$ cat src/rtl/serial_subtractor_if.sv
// Handshake/operand bundle for serial_subtractor.
// The master drives start and the operands; the slave returns status and results.
// With SERIAL_SUB_ADD_MODE_EN defined an extra 'op' select is carried (1 = subtract, 0 = add).
interface serial_subtractor_if #(
  parameter int WIDTH = 8
);
`ifdef SERIAL_SUB_ADD_MODE_EN
  logic             op;
`endif
  logic             start;
  logic [WIDTH-1:0] a;
  logic [WIDTH-1:0] b;
  logic             busy;
  logic             done;
  logic [WIDTH-1:0] diff;
  logic             borrow;
  logic             overflow;

  modport master (
`ifdef SERIAL_SUB_ADD_MODE_EN
    output op,
`endif
    output start,
    output a,
    output b,
    input  busy,
    input  done,
    input  diff,
    input  borrow,
    input  overflow
  );

  modport slave (
`ifdef SERIAL_SUB_ADD_MODE_EN
    input  op,
`endif
    input  start,
    input  a,
    input  b,
    output busy,
    output done,
    output diff,
    output borrow,
    output overflow
  );
endinterface

$ cat src/rtl/serial_subtractor.sv
// Bit-serial two's-complement subtractor: a - b, one bit per clock, LSB first,
// through a single full-adder cell fed with a, ~b and a running carry (initially 1).
// A start/done handshake wraps the operation; results stay registered until the next
// completion or reset.
// Optional feature macro: SERIAL_SUB_ADD_MODE_EN adds an 'op' select (op=0 adds).
module serial_subtractor #(
  parameter int WIDTH = 8
) (
  input  logic                clk,
  input  logic                rst_n,
  serial_subtractor_if.slave  bus
);

  localparam int CW = $clog2(WIDTH);

  typedef enum logic [1:0] {
    IDLE,
    SHIFT,
    DONE
  } state_t;

  state_t           state_q;
  logic [WIDTH-1:0] aShift_q;
  logic [WIDTH-1:0] bShift_q;
  logic [WIDTH-2:0] result_q;
  logic             carry_q;
  logic [CW-1:0]    count_q;
  logic             busy_q;
  logic             done_q;
  logic [WIDTH-1:0] diff_q;
  logic             borrow_q;
  logic             overflow_q;

  // subMode is 1 when the operation in flight subtracts; opIn is the request's mode
  logic             subMode;
  logic             opIn;

`ifdef SERIAL_SUB_ADD_MODE_EN
  logic             subMode_q;
  assign subMode = subMode_q;
  assign opIn    = bus.op;
`else
  assign subMode = 1'b1;
  assign opIn    = 1'b1;
`endif

  logic             bBit_d;
  logic             sum_d;
  logic             carry_d;
  logic [WIDTH-1:0] result_d;

  // Full-adder cell: conditionally inverted b bit, sum and majority carry
  always_comb begin
    bBit_d   = bShift_q[0] ^ subMode;
    sum_d    = aShift_q[0] ^ bBit_d ^ carry_q;
    carry_d  = (aShift_q[0] & bBit_d) | (aShift_q[0] & carry_q) | (bBit_d & carry_q);
    result_d = {sum_d, result_q};
  end

  // Control FSM and datapath registers; completion latches diff/borrow/overflow
  always_ff @(posedge clk) begin
    if (!rst_n) begin
      state_q    <= IDLE;
      aShift_q   <= '0;
      bShift_q   <= '0;
      result_q   <= '0;
      carry_q    <= 1'b0;
      count_q    <= '0;
      busy_q     <= 1'b0;
      done_q     <= 1'b0;
      diff_q     <= '0;
      borrow_q   <= 1'b0;
      overflow_q <= 1'b0;
`ifdef SERIAL_SUB_ADD_MODE_EN
      subMode_q  <= 1'b1;
`endif
    end else begin
      case (state_q)
        IDLE, DONE: begin
          done_q <= 1'b0;
          if (bus.start) begin
            aShift_q <= bus.a;
            bShift_q <= bus.b;
            carry_q  <= opIn;
            count_q  <= '0;
            busy_q   <= 1'b1;
            state_q  <= SHIFT;
`ifdef SERIAL_SUB_ADD_MODE_EN
            subMode_q <= bus.op;
`endif
          end else begin
            state_q <= IDLE;
          end
        end
        SHIFT: begin
          aShift_q <= {1'b0, aShift_q[WIDTH-1:1]};
          bShift_q <= {1'b0, bShift_q[WIDTH-1:1]};
          result_q <= result_d[WIDTH-1:1];
          carry_q  <= carry_d;
          count_q  <= count_q + CW'(1);
          if (count_q == CW'(WIDTH - 1)) begin
            diff_q     <= result_d;
            borrow_q   <= carry_d ^ subMode;
            overflow_q <= carry_q ^ carry_d;
            done_q     <= 1'b1;
            busy_q     <= 1'b0;
            state_q    <= DONE;
          end
        end
        default: begin
          state_q <= IDLE;
          busy_q  <= 1'b0;
          done_q  <= 1'b0;
        end
      endcase
    end
  end

  assign bus.busy     = busy_q;
  assign bus.done     = done_q;
  assign bus.diff     = diff_q;
  assign bus.borrow   = borrow_q;
  assign bus.overflow = overflow_q;

endmodule

$ cat src/flat_wrapper.sv
// flat-port wrapper written by rule: the top's interface ports become plain ports
module serial_subtractor_flat 
#(
  parameter int WIDTH = 8
)
  (clk, rst_n, bus_start, bus_a, bus_b, bus_busy, bus_done, bus_diff, bus_borrow, bus_overflow);
  serial_subtractor_if #(.WIDTH(WIDTH)) bus_i ();
  input  logic clk;
  input  logic rst_n;
  input wire logic [$bits(bus_i.start)-1:0] bus_start;
  input wire logic [$bits(bus_i.a)-1:0] bus_a;
  input wire logic [$bits(bus_i.b)-1:0] bus_b;
  output wire logic [$bits(bus_i.busy)-1:0] bus_busy;
  output wire logic [$bits(bus_i.done)-1:0] bus_done;
  output wire logic [$bits(bus_i.diff)-1:0] bus_diff;
  output wire logic [$bits(bus_i.borrow)-1:0] bus_borrow;
  output wire logic [$bits(bus_i.overflow)-1:0] bus_overflow;
  assign bus_i.start = bus_start;
  assign bus_i.a = bus_a;
  assign bus_i.b = bus_b;
  assign bus_busy = bus_i.busy;
  assign bus_done = bus_i.done;
  assign bus_diff = bus_i.diff;
  assign bus_borrow = bus_i.borrow;
  assign bus_overflow = bus_i.overflow;
  serial_subtractor #(.WIDTH(WIDTH)) u_core (.clk(clk), .rst_n(rst_n), .bus(bus_i));
endmodule
$ cat config.mk
export PLATFORM = sky130hd
export DESIGN_NAME = serial_subtractor_flat
export DESIGN_NICKNAME = d
export VERILOG_FILES = /design/src/rtl/serial_subtractor_if.sv /design/src/rtl/serial_subtractor.sv /design/src/flat_wrapper.sv
export SDC_FILE = /design/constraint.sdc
export NUM_CORES = 1
export LEC_CHECK = 0
export ABC_AREA = 1
export CORE_MARGIN = 5
export CORE_UTILIZATION = 30
export DETAILED_ROUTE_END_ITERATION = 10
export HOLD_SLACK_MARGIN = 0.1
export MAX_ROUTING_LAYER = met4
export REMOVE_ABC_BUFFERS = 1
export SLEW_MARGIN = 5
export SYNTH_ARGS = -nofsm -noshare
export SYNTH_HDL_FRONTEND = slang
export SYNTH_SLANG_ARGS = --single-unit
$ cat constraint.sdc
create_clock -name clk -period 3.8 [get_ports clk]
set_input_delay 0.95 -clock clk [delete_from_list [all_inputs] [get_ports clk]]
set_output_delay 0.95 -clock clk [all_outputs]
set_load 0.05 [all_outputs]
; Yosys cells after proc, flatten, opt, wreduce, memory -nomap -nowiden
; Cells that the tools add are included.
[classes]
n_reduce_logical = 7
n_div = 0
bitwise_logic = 10
muxes = 13
eq_ne = 5
magnitude_cmp = 0
n_mul = 0
n_shift = 0
addsub = 1
[ops]
columns = operator, count
row1 = 8-bit one-hot mux with 2 select lines, 2
row2 = 8-bit 2-to-1 mux, 2
row3 = 2-bit AND reduction, 4
row4 = 3-bit one-hot mux with 2 select lines, 1
row5 = 1-bit one-hot mux with 2 select lines, 2
row6 = 2-bit one-hot mux with 2 select lines, 1
row7 = "3-bit by 1-bit adder with 3-bit output, second input constant", 1
row8 = 1-bit AND, 3
row9 = "3-bit equality test, second input constant", 1
row10 = 1-bit 2-to-1 mux, 3
row11 = 3-bit 2-to-1 mux, 1
row12 = 1-bit XOR, 3
row13 = "2-bit by 1-bit equality test with 1-bit output, second input constant", 1
row14 = "2-bit equality test, second input constant", 1
row15 = 2-bit logical NOT, 1
row16 = 2-bit 2-to-1 mux, 1
row17 = "2-bit by 1-bit != test with 1-bit output, second input constant", 1
row18 = "2-bit != test, second input constant", 1
row19 = 1-bit NOT, 2
row20 = 1-bit OR, 2
row21 = 2-bit nonzero test, 1
row22 = 2-bit OR reduction, 1
[totals]
ramBits = 0
elab_cells = 47
in_bits = 19
ff_bits = 41
mem_bits_ro = 0
latch_bits = 0
output_inout_bits = 12
memories = 0

; Longest topological paths before layout
[depth]
ltp_word = 5
depth_mapped = 7
ltp_nobuf = 6

; Least setup slack after synthesis
; OpenSTA, ideal clock, no wires.
[synth_timing]
kind = input-to-reg
startpoint = in rst_n
endpoint = reg u_core.done_q, in the netlist u_core.bus.done
setup_time_ps = 65
t_required_ps = 3735
path_stages = 4
setup_slack_ps = 2214
arrival_ps = 1520
path_buffers = 2
path_cell_list = buf_2 > clkbuf_1 > o21ai_0 > nor2_1
[synth_via]
elab_chain_len = 1
[synth_rtl]
columns = element, line_no
row1 = from (decl), flat_wrapper.sv:9  ; input logic rst_n;
row2 = 2-bit AND reduction (no source line), --
row3 = to (signal assigned), serial_subtractor.sv:70  ; done_q <= 1'b0;
row4 = to (signal assigned), serial_subtractor.sv:80  ; done_q <= 1'b0;
row5 = to (signal assigned), serial_subtractor.sv:105  ; done_q <= 1'b1;
row6 = to (decl), serial_subtractor.sv:29  ; logic done_q;
; Every way passes these cells.
; A chain may end at the register's enable or synchronous reset.

; Worst setup path after layout
[layout_timing]
startpoint = reg u_core.borrow_q, in the netlist u_core.bus.borrow
endpoint = out bus_borrow
[layout_rtl]
columns = element, line_no
row1 = from (decl), serial_subtractor.sv:31  ; logic borrow_q;
row2 = from (signal assigned), serial_subtractor.sv:103  ; borrow_q <= carry_d ^ subMode;
row3 = to (decl), flat_wrapper.sv:16  ; output wire logic [$bits(bus_i.borrow)-1:0] bus_borrow;
; No word-level cell between the ends.

==> metrics.txt <==
Area growth, synth to finish=22.0%; die height=between 80 and 90 um; filler instances=636; vias in the first global route=1,490; initial DRC count=71; Power Density=415 nW/um^2; Unique masters post-synth=20; RR Startpoint=u_core.state_q[0]; register area share after synthesis=0.445; setup slack, reg-to-reg=1.94 ns; RSZ-0062 raised after global routing=no; Post-CTS Setup Bufs=0; placed cells=roughly 350; Final ANT Viol Nets=0; Global Route Usage Sum=0.112; worst path bufs/invs=1; I/O Buffers=30; drt total wl=between 3000 and 4000 um; highest clock rate=between 400 and 500 MHz; worst stage delay on the critical path=0.82 ns; Net count, final=about 310; Clock Tree Root=clkbuf_8; Startpoint Class=flip-flop; yosys warns=0; Layout Skew=between 0.007 and 0.008 ns; CTS tree=done; final cycle utilization of the critical path=0.632; post-layout min period=about 2.4 ns; hold buffers post-CTS=0; crit path capture type=primary output; max cap viols=0; deepest clock path buffer count=2; Mapped Area=around 1800 sq um; Final Max Tran Viols=0; largest net degree at the start of global routing=33; final instance area=about 2300 sq um; VDD IR max=between 0.1 and 0.15 mV; Horiz. Die Dim=about 88 um; Min-Delay Path Class=flip-flop to flip-flop; global placer's final weighted congestion=between 0.7 and 0.8; Max transition margin=0.463; Largest delay share family, worst path=buffers and inverters; Sequential Area=roughly 820 sq um; CTS clk-pin slew, worst paths=0.08 ns; worst slew pin tran=between 0.8 and 0.9 ns; via count=1,596; worst path cell trace=clkdlybuf4s50_1; Rows=28; CTS sink cnt=approximately 40; register bit total from synthesis=41; Initial Utilization=0.310; status=finished clean; initial antenna violation count=0; Gate Count Post-Synth=between 200 and 300; first-pass GRT wire length=roughly 6700 um; synthesized area per cell=slightly above 7 sq um; Worst Setup SP=u_core.bus.borrow; endpoints failing setup=0; CTS H-tree depth=2; hold endpoint=u_core.bus.diff[6]; Setup Crit Path Kind=flip-flop to primary output; Residual DRC=0; r2r worst-path depth=5; Avg WL per Cell=between 10 and 15 um; Static Leakage=0.965 nW; Vias/cell=4.45; clock latency on the worst-skew pair=about 0.29 ns; Num CTS Buffers=5; TritonRoute pass-1 iters=4; Setup TNS=0 ns; worst reg2reg path endpoint=u_core.carry_q; Required @ worst endpoint=2.85 ns; Max FO, Critical Path=2; Slowest-stage cell, CP=clkdlybuf4s50_1; Placed Area=2150 sq um; Layout Cells excl Fill=~360; total die area=between 7000 and 8000 sq um; area of the multi-input gates=a little under 800 sq um; hold path depth=2; crit path DAT=1.45 ns; Core Area=roughly 6000 sq um; share of cells above drive strength 1=0.0528; io pins=31; Final Hold Vio Count=0; gr ovfl total=0; DP Wirelength=around 2600 um; Resize count post-CTS=0; hold wc startpoint=u_core.bus.diff[6]; ant diodes=0
==> layer usage <==
metal | global-route usage | vias to the layer above | routed length (um)
met1 | 0.144 | 704 | 1990
met2 | 0.165 | 25 | 1720
met5 | - | - | 0
met3 | 0.0382 | 6 | 233
li1 | - | 861 | -
met4 | 0.0330 | 0 | 44
==> cells in the final DEF (no fill, tap or decap) <==
cell,Yosys,routed
a21oi_1,12,12
buf_4,4,2
clkbuf_8,0,7
clkdlybuf4s50_1,0,30
clkinv_1,9,9
clkinv_2,0,1
dfxtp_1,41,41
fa_1,1,1
ha_1,2,2
inv_1,26,26
inv_2,2,2
nand2_1,46,46
nand2_2,2,2
nand3_1,41,41
nand3b_1,1,1
nor2_1,30,30
nor2_4,1,1
nor3_1,14,14
o21ai_0,15,15
xor2_1,1,1
==> worst max path at each step <==
stage / endpoint / slack (ns) / cells past startpoint
after global routing: bus_busy / 1.35 / 1
after detailed placement: u_core.result_q[2] / 1.22 / 4
after global placement: u_core.bus.diff[0] / 1.26 / 3
after CTS: bus_borrow / 1.39 / 1
final: bus_borrow / 1.40 / 1
after floorplan: u_core.bus.overflow / 2.11 / 5
==> power by group <==
group / switching (mW) / internal (mW) / total, mW
Clock: 0.152 / 0.164 / 0.316
Sequential: 0.0166 / 0.458 / 0.475
Combinational: 0.0826 / 0.0599 / 0.143
==> cells in the mapped netlist <==
library cell | n | share of area
nand2_1 | 46 | 0.094
dfxtp_1 | 41 | 0.44
nand3_1 | 41 | 0.11
nor2_1 | 30 | 0.061
inv_1 | 26 | 0.053
o21ai_0 | 15 | 0.041
nor3_1 | 14 | 0.038
a21oi_1 | 12 | 0.033
buf_2 | 9 | 0.024
clkinv_1 | 9 | 0.018
buf_4 | 4 | 0.016
buf_6 | 2 | 0.012
clkbuf_1 | 2 | 0.0041
ha_1 | 2 | 0.014
inv_2 | 2 | 0.0041
nand2_2 | 2 | 0.0068
fa_1 | 1 | 0.011
nand3b_1 | 1 | 0.0041
nor2_4 | 1 | 0.0061
xor2_1 | 1 | 0.0047
==> per-stage QoR <==
step | hold WS [ns] | utilization | power (mW) | setup slack (ns)
global route | 0.487 | 0.378 | 0.993 | 1.35
global placement | 0.454 | 0.361 | 0.627 | 1.26
finish | 0.465 | 0.378 | 0.933 | 1.40
detailed placement | 0.455 | 0.361 | 0.628 | 1.22
CTS | 0.469 | 0.378 | 0.945 | 1.39
floorplan | 0.428 | - | 0.576 | 2.11
==> cells by family (layout without fill, tap and decap cells) <==
logic type / after synthesis / count (layout) / share of synthesized area
DFF: 41 / 41 / 0.445
xor gates and xnor gates: 1 / 1 / 0.00475
buffers and inverters: 54 / 77 / 0.132
adders and majority gates: 3 / 3 / 0.0244
AOI/OAI and AO/OA: 27 / 27 / 0.0732
and+or+nand+nor: 135 / 135 / 0.321
==> state kept, by name, indices dropped and copies added, names as in the netlist <==
signal,count
u_core.bus.overflow,1
u_core.count_q,3
u_core.bShift_q,8
u_core.bus.done,1
u_core.bus.diff,8
u_core.result_q,7
u_core.state_q,2
u_core.bus.busy,1
u_core.aShift_q,8
u_core.bus.borrow,1
u_core.carry_q,1
==> area by class of cell <==
class,instances,area share
repair buffers,32,0.140
flip-flops and latches,41,0.365
clock inverters,1,0.00222
well taps,75,0.0417
inverters,37,0.0617
multi-input cells,166,0.347
clock buffers,7,0.0428
Power figures use the tool's default switching activity.
